<file path="config.mk">
export PLATFORM = sky130hd
export DESIGN_NAME = microtile_scan_reader
export DESIGN_NICKNAME = d
export VERILOG_FILES = /design/src/rtl/microtile_scan_reader.sv
export SDC_FILE = /design/constraint.sdc
export NUM_CORES = 1
export LEC_CHECK = 0
export ABC_AREA = 1
export BUFFER_PORTS_ARGS = -buffer_cell sky130_fd_sc_hd__buf_4
export CAP_MARGIN = 5
export CELL_PAD_IN_SITES_DETAIL_PLACEMENT = 2
export CELL_PAD_IN_SITES_GLOBAL_PLACEMENT = 2
export CORE_MARGIN = 5
export CORE_UTILIZATION = 34
export CTS_CLUSTER_DIAMETER = 50
export DETAILED_ROUTE_END_ITERATION = 8
export PLACE_DENSITY = 0.74
export SLEW_MARGIN = 10
export SYNTH_ARGS = -nofsm -noshare
export SYNTH_HDL_FRONTEND = slang
export SYNTH_SLANG_ARGS = --single-unit
export TNS_END_PERCENT = 20
</file>
<file path="constraint.sdc">
create_clock -name clk -period 1.3 [get_ports clk]
set_input_delay 0 -clock clk [delete_from_list [all_inputs] [get_ports clk]]
set_output_delay 0 -clock clk [all_outputs]
set_load 0.1 [all_outputs]
</file>
<file path="src/rtl/microtile_scan_reader.sv">
// Round-robin reader for the micro-tile container: drives tile_sel, waits a
// settle window, then captures each tile's output byte into a readable bank.
module microtile_scan_reader #(
  parameter int unsigned NUM_TILES = 4,
  parameter int unsigned SEL_W     = 2,
  parameter int unsigned SETTLE    = 3
) (
  input  logic                 clk,
  input  logic                 rst_n,
  input  logic                 start,
  input  logic                 continuous,
  input  logic                 abort,
  input  logic [7:0]           tile_out,
  output logic [SEL_W-1:0]     tile_sel,
  output logic                 busy,
  output logic                 done,
  output logic [NUM_TILES-1:0] valid_mask,
  output logic [7:0]           scan_count,
  input  logic [SEL_W-1:0]     rd_addr,
  output logic [7:0]           rd_data
);

  typedef enum logic [1:0] {
    S_IDLE,
    S_SETTLE,
    S_CAPTURE
  } state_t;

  localparam logic [3:0]       CNT_LAST = 4'(SETTLE - 1);
  localparam logic [SEL_W-1:0] IDX_LAST = SEL_W'(NUM_TILES - 1);

  state_t               state, state_nxt;
  logic [SEL_W-1:0]     idx, idx_nxt;
  logic [3:0]           cnt, cnt_nxt;
  logic                 cont_r, cont_nxt;
  logic                 done_nxt;
  logic [NUM_TILES-1:0] valid_nxt;
  logic [7:0]           count_nxt;
  logic                 cap_we;
  logic [7:0]           cap [NUM_TILES];

  always_comb begin
    state_nxt = state;
    idx_nxt   = idx;
    cnt_nxt   = cnt;
    cont_nxt  = cont_r;
    done_nxt  = 1'b0;
    valid_nxt = valid_mask;
    count_nxt = scan_count;
    cap_we    = 1'b0;

    case (state)
      S_IDLE: begin
        idx_nxt = '0;
        if (start && !abort) begin
          valid_nxt = '0;
          cont_nxt  = continuous;
          cnt_nxt   = '0;
          state_nxt = S_SETTLE;
        end
      end
      S_SETTLE: begin
        cnt_nxt = cnt + 4'd1;
        if (cnt == CNT_LAST) state_nxt = S_CAPTURE;
      end
      S_CAPTURE: begin
        cap_we         = 1'b1;
        valid_nxt[idx] = 1'b1;
        cnt_nxt        = '0;
        if (idx == IDX_LAST) begin
          done_nxt  = 1'b1;
          count_nxt = scan_count + 8'd1;
          idx_nxt   = '0;
          state_nxt = cont_r ? S_SETTLE : S_IDLE;
        end else begin
          idx_nxt   = idx + 1'b1;
          state_nxt = S_SETTLE;
        end
      end
      default: state_nxt = S_IDLE;
    endcase

    // abort overrides everything above, including the capture write
    if (abort && state != S_IDLE) begin
      state_nxt = S_IDLE;
      idx_nxt   = '0;
      cnt_nxt   = '0;
      done_nxt  = 1'b0;
      count_nxt = scan_count;
      valid_nxt = valid_mask;
      cap_we    = 1'b0;
    end
  end

  always_ff @(posedge clk or negedge rst_n) begin
    if (!rst_n) begin
      state      <= S_IDLE;
      idx        <= '0;
      cnt        <= '0;
      cont_r     <= 1'b0;
      done       <= 1'b0;
      valid_mask <= '0;
      scan_count <= '0;
    end else begin
      state      <= state_nxt;
      idx        <= idx_nxt;
      cnt        <= cnt_nxt;
      cont_r     <= cont_nxt;
      done       <= done_nxt;
      valid_mask <= valid_nxt;
      scan_count <= count_nxt;
    end
  end

  always_ff @(posedge clk or negedge rst_n) begin
    if (!rst_n) begin
      for (int unsigned i = 0; i < NUM_TILES; i++) cap[i] <= '0;
    end else if (cap_we) begin
      cap[idx] <= tile_out;
    end
  end

  always_comb begin
    rd_data = '0;
    if (32'(rd_addr) < NUM_TILES) rd_data = cap[rd_addr];
  end

  assign tile_sel = idx;
  assign busy     = (state != S_IDLE);

endmodule

</file>
* Yosys cells after proc, flatten, opt, wreduce, memory -nomap -nowiden *
Index checks and enable logic that the tools add are counted.
Widths: inputs -> output; s select.

storage, ports and cells
  bits in registers = 54
  bits of input ports = 15
  output and inout port bits = 24

cells by class
  add/subtract/negate cells = 3
  order comparisons = 5
  equality and inequality tests = 7
  muxes and demuxes = 26
  bitwise logic cells = 4
  reduce and logical (&&, ||, !) cells = 15

operators by type and width
  kind                 number
  $bwmux 32            1
  $mux 8               3
  $bmux 8 s2           1
  $demux 8 s2          1
  $pmux 4 s3           1
  $mux 2               5
  $add 8x1->8 const B  1
  $mux 1               8
  $mux 4               2
  $pmux 4 s2           1
  $ge 3x3->1 const B   2
  $ne 3x3->1 const B   2
  $not 2->3            2
  $pmux 2 s3           1
  $reduce_and 2->1     3
  $reduce_and 3->1     2
  $add 4x1->4 const B  1
  $eq 2x2->1 const B   2
  $eq 4x2->1 const B   1
  $logic_and 1x1->1    4
  $or 4x4->4           1
  $pmux 2 s2           1
  $reduce_bool 2->1    2
  $reduce_bool 4->1    1
  11 further kinds     11

* Logic depth before layout (Yosys ltp) *
  depth in word-level cells = 6
  mapped depth = 7
  depth with buffers taken out = 7

* Worst setup path before layout *
No wires, ideal clock.

  kind = flip-flop to output port
  start point = register cap[16] (netlist bit)
  end point = output port rd_data[0]
  arrival = 1.876 ns
  data required time = 1.300 ns
  setup slack = -0.576 ns
  stages on the path, launching flop included = 3
  path through = dfrtp_1 -> o21ai_0 -> o22ai_1

on the way
  longest elaborated chain between the ends = 3

ends and longest elaborated chain
  what                                       line  text
  start: declaration                         40    logic [7:0] cap [NUM_TILES];
  start signal: indexed assignment           119   cap[idx] <= tile_out;
  $bmux 8 s2                                 125   if (32'(rd_addr) < NUM_TILES) rd_data = cap[rd_addr];
  $mux 8 (implied by the code) (2 in a row)  125
  end: declaration                           20    output logic [7:0] rd_data

Every way passes these cells. The select of a mux whose other input is x is not followed.

* Worst setup path after layout *
  start point = register state[0]
  end point = register cap[16] (netlist bit)

on the way
  longest elaborated chain between the ends = 3
  elaborated cells on any way between the ends = 5
  those cells by class = 1 x eq/ne; 2 x mux; 2 x reduce/logical

ends and longest elaborated chain
  what                                             line    text
  start: declaration                               32      state_t state, state_nxt;
  start signal: assignment                         105     state <= state_nxt;
  $eq 2x2->1 or $reduce_bool 2->1 (tied branches)  52, 84
  $mux 1 or $logic_and 1x1->1 (tied branches)      52, 84
  $mux 1 (*)                                       84      if (abort && state != S_IDLE) begin

Every way passes the cells marked *; elsewhere a longest branch is shown, timed or not.
A chain may end at the register's enable or synchronous reset.

==> metrics.txt <==
status finished, violations left; failing checks negative setup slack; Area after DPL 3172 um^2; r2r startpoint state[0]; kind of critical path flop to flop; Starting Density 34.42%; H-tree depth 2; Mapped Area 2619 um^2; flop2flop setup slack -0.02 ns; Critical Path Slowest Stage Cell dfrtp_1; Hold Path Class input port to flop; Filler Cells Inserted 850; Switching Fraction between 30% and 40%; reg2reg end cap[16]; slew margin rel. 69.35%; Fmax 755.3 MHz; initial antenna violation count 0; port bufs 38; worst slew pin tran 0.4597 ns; Worst Reg-to-Reg Cells 7; number of global-route vias before repair 2,468; WP data arrival 1.52 ns; Mapped Cells 290; P_int 2887 uW; synthesis-to-finish area growth 31.34%; critical path startpoint category flop; most frequent cells in the layout nand2_1, dfrtp_1, buf_4; CTS tree built; fin crit share 101.8%; Net Sw Power between 1500 and 2000 uW; CP required about 1.5 ns; Initial DRC Count just over 60; total nets after synthesis 312; Hold Vio Cnt, Final 0; Combinational Power Share 29.0%; Placed Cells incl. Taps 434; Sequential Power Share between 40 and 50%; gr ovfl total 0; DR DRC count 0; Leak 0.001635 uW; Die Span X ~100 um; Peak VDD IR ~0.81 mV; Design Area, Final around 3400 um^2; Cell Chain, Critical Path inv_2 -> nand3_4 -> clkinv_8 -> buf_4 -> nand2_8 -> nand2_1 -> o21ai_2; WL final 7.691 mm; # setup viols final 1; syn avg cell area approximately 9.0 um^2; Final min period 1.324 ns; critical path's largest stage delay around 0.42 ns; fin util 45.21%; antenna diode count 0; Layout Skew 0.005637 ns; Clock Latency Late Sink 0.31 ns; clock power share 26.1%; Via density roughly 5; CTS root buf clkbuf_8; Non-Filler Instances ~450; sequential share of the synthesized area 51.60%; Nets 369; core area between 7000 and 8000 um^2; max-cap check violation count 0; hold path endpoint cap[2]; Final Power 4517 uW; warnings from Yosys 0; CTS Buf Count 5; drt wl/cell 17.13 um; #FFs+latches synth 54; number of iterations in the first detailed-routing pass 4; DP Worst Slack -0.02639 ns; Slew Viols, Final 0; Hold Startpoint tile_out[2]; share of cells above drive strength 1 33.72%; PwrDens 1313 nW/um^2; All-Layer GR Usage approximately 16%; post-synth cell types 24; Worst setup EP type flop; clock sink total 54; worst hold stages 3; final setup margin -0.02397 ns; most common cell after layout, fill and taps aside nand2_1; Clock Pin Slew Worst Setup and Hold Paths 0.09 ns; clock tree buffer depth 2; ANT nets after route 0; CP max FO 17; largest net degree at the start of global routing 35; hpwl dp 5.196 mm; gpl congestion 0.7610; RSZ-0062 raised after global routing true; global-route wire length before repair 12.22 mm; via count 2,225; die height just under 100 um; Cell Rows 32; die footprint between 9000 and 10,000 um^2; # IOs 39
-- routing by layer --
layer | vias up | part of all wire, % | routed length (um) | track usage [%]
li1 | 1060 | - | - | -
met1 | 1126 | 45 | 3439 | 19.77
met3 | 8 | 3.3 | 254 | 3.857
met4 | 0 | 1.4 | 106 | 4.153
met2 | 31 | 51 | 3891 | 27.68
met5 | - | 0 | 0 | 0
-- stage by stage --
step	TNS (ns)	hold WS, ns
4_1_cts	-0.01616	0.001806
3_5_place_dp	-0.1664	-0.01082
3_3_place_gp	0	-0.01709
5_1_grt	-0.5457	0.01177
2_1_floorplan	-2.909	-0.2956
6_report	-0.02397	0.009920
-- sequential cells by signal, indices dropped and copies added, names as in the netlist --
register / cells
cap: 32
scan_count: 8
cnt: 4
valid_mask: 4
state: 2
tile_sel: 2
cont_r: 1
done: 1
-- how the worst max path moves through the flow --
| stage | start | end | slack (ns) |
|---|---|---|---|
| final | state[0] | cap[16] | -0.02 |
| after global routing | state[0] | cap[16] | -0.11 |
| after CTS | state[0] | cap[0] | -0.02 |
| after detailed placement | state[0] | cap[19] | -0.03 |
| after global placement | tile_sel[1] | cap[17] | 0.02 |
| after floorplan | state[1] | cnt[3] | -0.33 |
-- cells in the mapped netlist --
library cell | number | area (um^2)
ha_1 | 7 | 87.58
o21ai_0 | 24 | 120.1
and3_1 | 1 | 6.260
nand3_1 | 9 | 45.04
o22ai_1 | 8 | 50.05
nor2_1 | 24 | 90.09
buf_6 | 5 | 56.30
nand3b_1 | 1 | 7.510
o21ai_1 | 15 | 75.07
a21oi_2 | 3 | 26.28
xor2_1 | 2 | 17.52
o21a_1 | 1 | 7.510
buf_2 | 2 | 10.01
nor2_4 | 1 | 11.26
dfrtp_1 | 54 | 1351
nand2_4 | 4 | 45.04
o21ai_2 | 18 | 157.7
xnor2_1 | 2 | 17.52
clkinv_4 | 1 | 8.760
nand3_4 | 1 | 17.52
nand2_1 | 75 | 281.5
inv_1 | 29 | 108.9
o31ai_1 | 1 | 7.510
nand4_1 | 2 | 12.51
-- critical path, delay by kind of cell (launching register included) --
family,cells,cell delay (ns)
AND/OR/NAND/NOR,3,0.38
AO/OA/AOI/OAI,1,0.07
flip-flops,1,0.42
buffers and inverters,3,0.34
-- repair_timing --
item / in CTS / in global routing
hold buffers: 3 / 0
gates cloned: 0 / 2
buffers inserted: 0 / 3
endpoints found under the hold margin: 33 / 0
resized for setup: 5 / 27
endpoints found under the setup margin: 14 / 41
pin swaps: 0 / 2
-- power by group through the flow --
stage	logic, uW	registers (uW)	clock network (uW)
after floorplan	784	2110	0
after global placement	1180	2040	0
after detailed placement	1230	2050	0
after CTS	1260	2020	1220
after global routing	1420	2050	1290
final	1310	2030	1180
-- cells by family (layout without fill, tap and decap cells) --
logic type	after synthesis	count (layout)	share of synthesized area (%)
fa+ha+maj	7	7	3.344
simple gates	118	120	19.73
buf+inv	37	92	7.023
compound gates	70	70	16.96
xor+xnor	4	4	1.338
flops	54	54	51.60
-- area by class of cell --
cell class	instances	area, um^2	share of cell area (%)
Sequential cell	54	1370	39.83
Multi-Input combinational cell	201	1232	35.83
Timing Repair Buffer	55	469.2	13.64
Inverter	30	127.6	3.710
Tap cell	102	127.6	3.710
Clock buffer	6	82.58	2.401
Clock inverter	1	30.03	0.8730
No activity file was read; power rests on OpenSTA's default activity.
